===== src/rtl/bit_serializer_pkg.sv =====
// Shared types for the bit serializer: FSM state encodings.
package bit_serializer_pkg;

    typedef enum logic [1:0] {
        IDLE  = 2'd0,
        SHIFT = 2'd1,
        PAR   = 2'd2
    } ser_state_e;

endpackage


===== src/rtl/ser_hold_buf.sv =====
// One-entry holding buffer in front of the serializer shift register.
module ser_hold_buf #(
    parameter int DATA_W = 8
) (
    input  logic              clk,
    input  logic              rst_n,
    input  logic              load_i,
    input  logic              consume_i,
    input  logic [DATA_W-1:0] data_i,
    output logic [DATA_W-1:0] data_o,
    output logic              vld_o,
    output logic              ready_o
);

    logic [DATA_W-1:0] data_q;
    logic              vld_q;

    // A load wins over a consume so a same-edge refill keeps the entry valid.
    always_ff @(posedge clk or negedge rst_n) begin
        if (!rst_n) begin
            data_q <= '0;
            vld_q  <= 1'b0;
        end else begin
            if (load_i)
                data_q <= data_i;
            vld_q <= load_i | (vld_q & ~consume_i);
        end
    end

    assign data_o  = data_q;
    assign vld_o   = vld_q;
    assign ready_o = ~vld_q;

endmodule


===== src/rtl/bit_serializer.sv =====
// Parallel-to-serial stage with a one-word holding buffer for gapless output.
// Define SERIALIZER_PARITY_EN to append an even-parity bit after each word.
module bit_serializer
    import bit_serializer_pkg::*;
#(
    parameter int DATA_W    = 8,
    parameter int MSB_FIRST = 1
) (
    input  logic              clk,
    input  logic              rst_n,
    input  logic              s_valid,
    output logic              s_ready,
    input  logic [DATA_W-1:0] s_data,
    input  logic              hold,
    output logic              dout,
    output logic              dout_valid,
    output logic              word_done,
    output logic              busy
);

    localparam int CNT_W = $clog2(DATA_W);
    localparam logic [CNT_W-1:0] LAST = CNT_W'(DATA_W - 1);

    ser_state_e        state_q, state_d;
    logic [DATA_W-1:0] sreg_q, sreg_d;
    logic [CNT_W-1:0]  cnt_q, cnt_d;
    logic [DATA_W-1:0] buf_data;
    logic              buf_vld;
    logic              load, consume, end_word;
    logic              out_bit;
    logic [DATA_W-1:0] sreg_shift;
`ifdef SERIALIZER_PARITY_EN
    logic              par_q, par_d;
`endif

    assign load = s_valid & s_ready;

    ser_hold_buf #(.DATA_W(DATA_W)) u_buf (
        .clk      (clk),
        .rst_n    (rst_n),
        .load_i   (load),
        .consume_i(consume),
        .data_i   (s_data),
        .data_o   (buf_data),
        .vld_o    (buf_vld),
        .ready_o  (s_ready)
    );

    assign out_bit    = (MSB_FIRST != 0) ? sreg_q[DATA_W-1] : sreg_q[0];
    assign sreg_shift = (MSB_FIRST != 0) ? {sreg_q[DATA_W-2:0], 1'b0}
                                         : {1'b0, sreg_q[DATA_W-1:1]};

    always_comb begin
        state_d    = state_q;
        sreg_d     = sreg_q;
        cnt_d      = cnt_q;
        consume    = 1'b0;
        end_word   = 1'b0;
        dout       = 1'b0;
        dout_valid = 1'b0;
        word_done  = 1'b0;
`ifdef SERIALIZER_PARITY_EN
        par_d      = par_q;
`endif
        case (state_q)
            IDLE: begin
                if (buf_vld) begin
                    state_d = SHIFT;
                    sreg_d  = buf_data;
                    cnt_d   = '0;
                    consume = 1'b1;
`ifdef SERIALIZER_PARITY_EN
                    par_d   = ^buf_data;
`endif
                end
            end
            SHIFT: begin
                dout       = out_bit;
                dout_valid = ~hold;
                if (!hold) begin
                    if (cnt_q == LAST) begin
                        cnt_d = '0;
`ifdef SERIALIZER_PARITY_EN
                        state_d = PAR;
`else
                        word_done = 1'b1;
                        end_word  = 1'b1;
`endif
                    end else begin
                        sreg_d = sreg_shift;
                        cnt_d  = cnt_q + CNT_W'(1);
                    end
                end
            end
`ifdef SERIALIZER_PARITY_EN
            PAR: begin
                dout       = par_q;
                dout_valid = ~hold;
                word_done  = ~hold;
                end_word   = ~hold;
            end
`endif
            default: state_d = IDLE;
        endcase

        // Reload straight from the buffer so back-to-back words leave no gap.
        if (end_word) begin
            if (buf_vld) begin
                state_d = SHIFT;
                sreg_d  = buf_data;
                cnt_d   = '0;
                consume = 1'b1;
`ifdef SERIALIZER_PARITY_EN
                par_d   = ^buf_data;
`endif
            end else begin
                state_d = IDLE;
            end
        end
    end

    always_ff @(posedge clk or negedge rst_n) begin
        if (!rst_n) begin
            state_q <= IDLE;
            sreg_q  <= '0;
            cnt_q   <= '0;
        end else begin
            state_q <= state_d;
            sreg_q  <= sreg_d;
            cnt_q   <= cnt_d;
        end
    end

`ifdef SERIALIZER_PARITY_EN
    always_ff @(posedge clk or negedge rst_n) begin
        if (!rst_n) par_q <= 1'b0;
        else        par_q <= par_d;
    end
`endif

    assign busy = (state_q != IDLE) | buf_vld;

endmodule


===== config.mk =====
export PLATFORM = sky130hd
export DESIGN_NAME = bit_serializer
export DESIGN_NICKNAME = d
export VERILOG_FILES = /design/src/rtl/bit_serializer_pkg.sv /design/src/rtl/ser_hold_buf.sv /design/src/rtl/bit_serializer.sv
export SDC_FILE = /design/constraint.sdc
export NUM_CORES = 1
export LEC_CHECK = 0
export CORE_MARGIN = 4
export CORE_UTILIZATION = 44
export CTS_CLUSTER_DIAMETER = 60
export CTS_CLUSTER_SIZE = 20
export DETAILED_ROUTE_END_ITERATION = 10
export PLACE_DENSITY_LB_ADDON = 0.15
export SLEW_MARGIN = 20
export SYNTH_ARGS = -nofsm -noshare
export SYNTH_HDL_FRONTEND = slang
export SYNTH_SLANG_ARGS = --single-unit

===== constraint.sdc =====
create_clock -name clk -period 1.9 [get_ports clk]
set_clock_uncertainty 0.15 [all_clocks]
set_input_delay 0.285 -clock clk [delete_from_list [all_inputs] [get_ports clk]]
set_output_delay 0.285 -clock clk [all_outputs]
set_load 0.005 [all_outputs]

==> results.toml <==
[placed_design]
post-place-cells = 175
dp.final_hpwl_um = 2030
placement.io_buffers = 16
place_congestion = 0.868

[synth]
yosys_register_bits = 21
synthCells = 117
yosysUniqueCellTypes = 37
synth_warnings = 0
net_count_synth = 132
synthesis.area_per_instance_um2 = 10.2
mappedNetlistArea_um2 = 1190
synth-seq-area-share = 0.440

[timing]
finalSetupViolCount = 4
final_period_utilization = 1.08
finalHoldViolations = 0
timing.final.crit_period_ps = 2050
worst-slew-pin-transition_ps = 426
timing.max_slew.rel_slack = 0.714
timing.hold.ws_ps = 142
timing_max_transition_violations_final = 0
final.setup.worst_slack_ps = -149
max_clock_freq_mhz = 488
grt_setup_unrepaired = "true"

[routing]
wl_per_cell_um = 15.6
drc = 0
num_vias = 1013
first_pass_iters = 4
drt-total-wl_um = 2880
routed_via_density = 5.48
dr.first_iter.drc_count = 14
ant_nets = 0

[clock_network]
cts_buffer_depth = 2
cts_num_sinks = 21
clock_pin_slew_on_the_worst_setup_and_hold_paths_ps = 130
clock_tree.htree_level_count = 1
clock-root-buffer = "clkbuf_4"
cts.hold.buffers_added = 0
cts_tree = "built"
cts_made_buffers = 3
insertion_delay_ps = 320

[critical_path]
worstSetupPathType = "reg2reg"
critical_path.slowest_cell = "dfrtp_1"
critical_path_cell_by_cell = "ha_2 > buf_6 > ha_4 > nor3b_4 > buf_6 > mux2_4 > o221a_4"
max_stage_delay_ps = 410
crit_arrival_ps = 2120
cp_max_fo = 3
critPathMostFrequentCell = "buf_6"
crit_path_end_kind = "flop"
critPathLaunchType = "flop"
critPathRequiredTime_ps = 1970

[final_layout]
final_cell_count_no_fill = 185
proportion_of_layout_cells_with_a_drive_suffix_above_1 = 0.368
antennaDiodeCount = 0
most-common-layout-cells = "buf_4 (22), dfrtp_1 (20), clkdlybuf4s50_1 (13), nand2_1 (8), inv_1 (7)"
final_common_cell = "buf_4"
synthToLayoutAreaGrowth_pct = 40.7
nNetsFinal = 171

[status]
failed_checks = "setup timing"
status = "complete, but fails checks"

[worst_hold_path]
timing.hold.worst.class = "in2async"

[floorplan]
floorplan.die_area_um2 = 3610
die_x_um = 60.1
top_level_ports = 17
num_rows = 18
core_region_area_um2 = 2520
die_h_um = 60.1
initial_utilization = 0.473

[job]
max_cap_violations = 0

[power]
total_leakage_power_nw = 0.729
power.density_nw_per_um2 = 1170
max-vdd-ir-drop_uv = 853

[global_route]
gr-total-overflow = 0
number_of_global_route_vias_before_repair = 1013
pin_count_of_the_biggest_net_entering_global_routing = 22
gr-usage-all-layers = 0.173
grt_pass1_wl_um = 4730
grt_antenna_before_repair = 0
[stage by stage]
stage | util | power [W] | setup TNS, ps | instance area (µm²) | worst slack [ps]
3_3_place_gp | 0.603 | 0.00154 | -482 | 1520 | -113
4_1_cts | 0.648 | 0.00194 | -456 | 1640 | -112
5_1_grt | 0.666 | 0.00212 | -728 | 1680 | -188
3_5_place_dp | 0.603 | 0.00158 | -464 | 1520 | -114
6_report | 0.666 | 0.00197 | -538 | 1680 | -149
2_1_floorplan | - | 0.00129 | 0 | 1220 | 14.9
[state kept, by name, summed over array words and instances (netlist names)]
| signal | count |
|---|---|
| sreg_q | 8 |
| u_buf.data_o | 8 |
| cnt_q | 3 |
| state_q | 1 |
| u_buf.vld_o | 1 |
[cell usage after synthesis, drive strengths merged]
| cell type | n | area share |
|---|---|---|
| nand3b | 1 | 0.0063 |
| nor3b | 4 | 0.035 |
| clkbuf | 1 | 0.0031 |
| o221ai | 2 | 0.015 |
| o211ai | 3 | 0.019 |
| o21ai | 7 | 0.029 |
| or2 | 1 | 0.0052 |
| ha | 3 | 0.031 |
| nor2 | 5 | 0.016 |
| a211oi | 1 | 0.0063 |
| nand3 | 2 | 0.0084 |
| a21oi | 4 | 0.017 |
| a2111oi | 1 | 0.0073 |
| mux2i | 1 | 0.0084 |
| o31ai | 3 | 0.019 |
| o221a | 3 | 0.028 |
| a32oi | 1 | 0.0073 |
| buf | 7 | 0.037 |
| a22oi | 1 | 0.0063 |
| o311ai | 2 | 0.015 |
| nand2 | 8 | 0.025 |
| nand2b | 4 | 0.021 |
| or4b | 1 | 0.0084 |
| mux2 | 9 | 0.085 |
| dfrtp | 21 | 0.44 |
| nor2b | 6 | 0.038 |
| and2 | 1 | 0.0052 |
| nor4 | 3 | 0.016 |
| a31o | 1 | 0.0073 |
| nor3 | 1 | 0.0042 |
| inv | 8 | 0.025 |
| a21boi | 1 | 0.0063 |
[cell type report]
type                       count  area, µm²
timing repair buffer          42        373
fill                         217        843
sequential                    21        527
clock inverter                 1       7.51
inverter                       8       30.0
tap                           30       37.5
clock buffer                   3       22.5
multi-input combinational     80        682
[layer usage]
layer  track usage  vias to the layer above  share of wire
met5             0                        -              0
met4        0.0190                        0              0
met3        0.0410                        0          0.046
met2         0.293                       19           0.49
met1         0.230                      494           0.47
li1              -                      500              -
[where the power goes]
group	total (W)	leakage, nW	internal [W]	switching [W]
Sequential	0.000829	0.250	0.000647	0.000182
Combinational	0.000907	0.465	0.000546	0.000362
Clock	0.000232	0.0139	0.0000805	0.000152
Total	0.00197	0.729	0.00127	0.000695
[final timing paths]
path,start,endpoint,slack (ps),depth (start not counted)
min,rst_n,sreg_q[2],140,2
max in group asynchronous,rst_n,state_q[0],1230,2
min reg2reg,u_buf.data_o[5],u_buf.data_o[5],390,1
max,cnt_q[0],sreg_q[1],-150,7
max reg2reg,cnt_q[0],sreg_q[1],-150,7
min in group clk,s_data[4],u_buf.data_o[4],360,3
[what timing repair did]
item,in CTS,in global routing
buffers inserted,4,2
gates resized for setup,16,8
endpoints found under the setup margin,9,10
pin swaps,5,2
[worst max-delay path, delay by kind of cell (launching register included)]
| family | cells | cell delay, ps |
|---|---|---|
| multiplexers | 1 | 300 |
| buffers and inverters | 2 | 270 |
| adder cells (fa/ha/maj) | 2 | 380 |
| AND/OR/NAND/NOR | 1 | 230 |
| AO/OA/AOI/OAI | 1 | 210 |
| flip-flops | 1 | 410 |
[logic make-up (layout without fill, tap and decap cells)]
logic type | Yosys count | in the layout | share of synthesized area
adder cells (fa/ha/maj) | 3 | 3 | 0.0314
AND/OR/NAND/NOR | 37 | 37 | 0.188
buffers and inverters | 16 | 54 | 0.0650
multiplexers | 10 | 10 | 0.0933
AO/OA/AOI/OAI | 30 | 30 | 0.182
flip-flops | 21 | 21 | 0.440
Note: power is estimated with default switching activity, not from simulation.
==> edit: new RTL, config.mk and constraints unchanged <==
`DATA_W` is set to 8 in 2 places; all go to 16.
--- a/src/rtl/ser_hold_buf.sv
+++ b/src/rtl/ser_hold_buf.sv
@@ -1,5 +1,5 @@
 // One-entry holding buffer in front of the serializer shift register.
 module ser_hold_buf #(
-    parameter int DATA_W = 8
+    parameter int DATA_W = 16
 ) (
     input  logic              clk,
--- a/src/rtl/bit_serializer.sv
+++ b/src/rtl/bit_serializer.sv
@@ -4,5 +4,5 @@
     import bit_serializer_pkg::*;
 #(
-    parameter int DATA_W    = 8,
+    parameter int DATA_W    = 16,
     parameter int MSB_FIRST = 1
 ) (
Ports: changed (resized s_data); port bits go from 17 to 25. The function was not compared with the original's and may differ.
==> edit against the original RTL <==
- worst setup slack better by 0.24 ns
- synthesized area up 38%
- core utilization down 4.7 points
- sequential cell count up 17
- final area up 28%
- worst hold slack better by 0.17 ns
- fmax up 13%
- routed wire length up 17%
- power up 40%
- critical path type is now reg -> out
- critical endpoint is now s_ready
- largest cell class is now registers
==> edit: results (changes against the original RTL) <==
Place
  • Cell count after placement: 203 (was 175)
  • Placed cell area: 2000 um2 (was 1520 um2)
  • RePlAce Congestion: 0.845 (was 0.868)
  • Post-DP HPWL: 2340 um (was 2030 um)
  • Number of port buffers: 24 (was 16)

STA
  • Setup TNS: 0 ns (was -0.538 ns)
  • Worst slew margin relative to its limit: 70.9% (was 71.4%)
  • Worst slack on hold paths: 0.317 ns (was 0.142 ns)

Route
  • Wirelength per Cell: 15.7 um (was 15.6 um)
  • Detailed-routed wire length on met3: 132 um (was 131 um)
  • Met2 Routed Length: 1650 um (was 1400 um)
  • Average via count per standard cell: 5.35 (was 5.48)

Critical path
  • Crit path largest cell delay: 0.53 ns (was 0.41 ns)
  • Critical-path maximum fanout: 5 (was 3)
  • Critical Path Slowest Stage Cell: clkdlybuf4s50_1 (was dfrtp_1)
  • Count of cells along the worst register-to-register path: 4 (was 7)

Synth
  • XOR/XNOR Fraction of Synth Area: 0.532% (was 0%)
  • Leading post-synthesis cells by instance count: 38 x dfrtp_1, 15 x a221o_1, 15 x and3_1, 15 x mux2_2, 6 x nand2_1 (was 21 x dfrtp_1, 9 x mux2_2, 8 x inv_1, 8 x nand2_1, 6 x o21ai_0)
  • Post-synthesis compound-gate area fraction: 14.7% (was 18.2%)
  • Net count after synthesis: 149 (was 132)
  • Unique masters post-synth: 29 (was 37)

GRT
  • Number of global-route vias before repair: 1212 (was 1013)
  • Met3 global-route usage: 4.20% (was 4.10%)
  • First-pass GRT wire length: 5840 um (was 4730 um)
  • Met1 Usage GRT: 20.4% (was 23.0%)
  • Met2 demand-to-capacity share in global routing: 23.8% (was 29.3%)

Cells and area
  • Filler cells: 307 (was 217)
  • Fraction of layout cells with a size suffix above 1: 26.6% (was 36.8%)

CTS
  • Insertion delay to the later sink of the worst-skew pair: 0.28 ns (was 0.32 ns)
  • Cts bufs inserted: 5 (was 3)
  • # Post-CTS Setup Buffers: 3 (was 4)
  • Hold bufs inserted after CTS: 1 (was 0)

Outcome
  • Run status: finished clean (was complete, but fails checks)

Die
  • Initial standard-cell utilization of the core: 47.5% (was 47.3%)

Pwr
  • Clock group power: 0.566 mW (was 0.232 mW)
edit: cell types whose count changed after synthesis, moves of 3 or more:
cell	before	now
and3_1	0	15
nor4_1	3	0
mux2_2	9	15
dfrtp_1	21	38
o221a_2	3	0
nor3b_1	3	0
o211ai_1	3	0
inv_1	8	4
o21ai_0	6	3
nor2_1	5	2
a221o_1	0	15
o31ai_1	3	0
edit: worst max path at each step:
stage,start,endpoint,slack [ns],depth (start not counted)
finish,u_buf.vld_o,s_ready,0.09,2
global route,u_buf.vld_o,s_ready,0.03,2
CTS,state_q[0],busy,0.02,2
detailed placement,hold,sreg_q[1],-0.17,5
global placement,hold,word_done,-0.15,4
floorplan,cnt_q[0],sreg_q[10],0.08,5
edit: area by class of cell:
class	count	area, um2	share of cell area, %
flip-flops and latches	38	952	44.4
multi-input cells	79	656	30.6
repair buffers	40	370	17.3
clock buffers	6	82.6	3.85
well taps	46	57.6	2.68
inverters	4	15.0	0.700
clock inverters	2	12.5	0.583
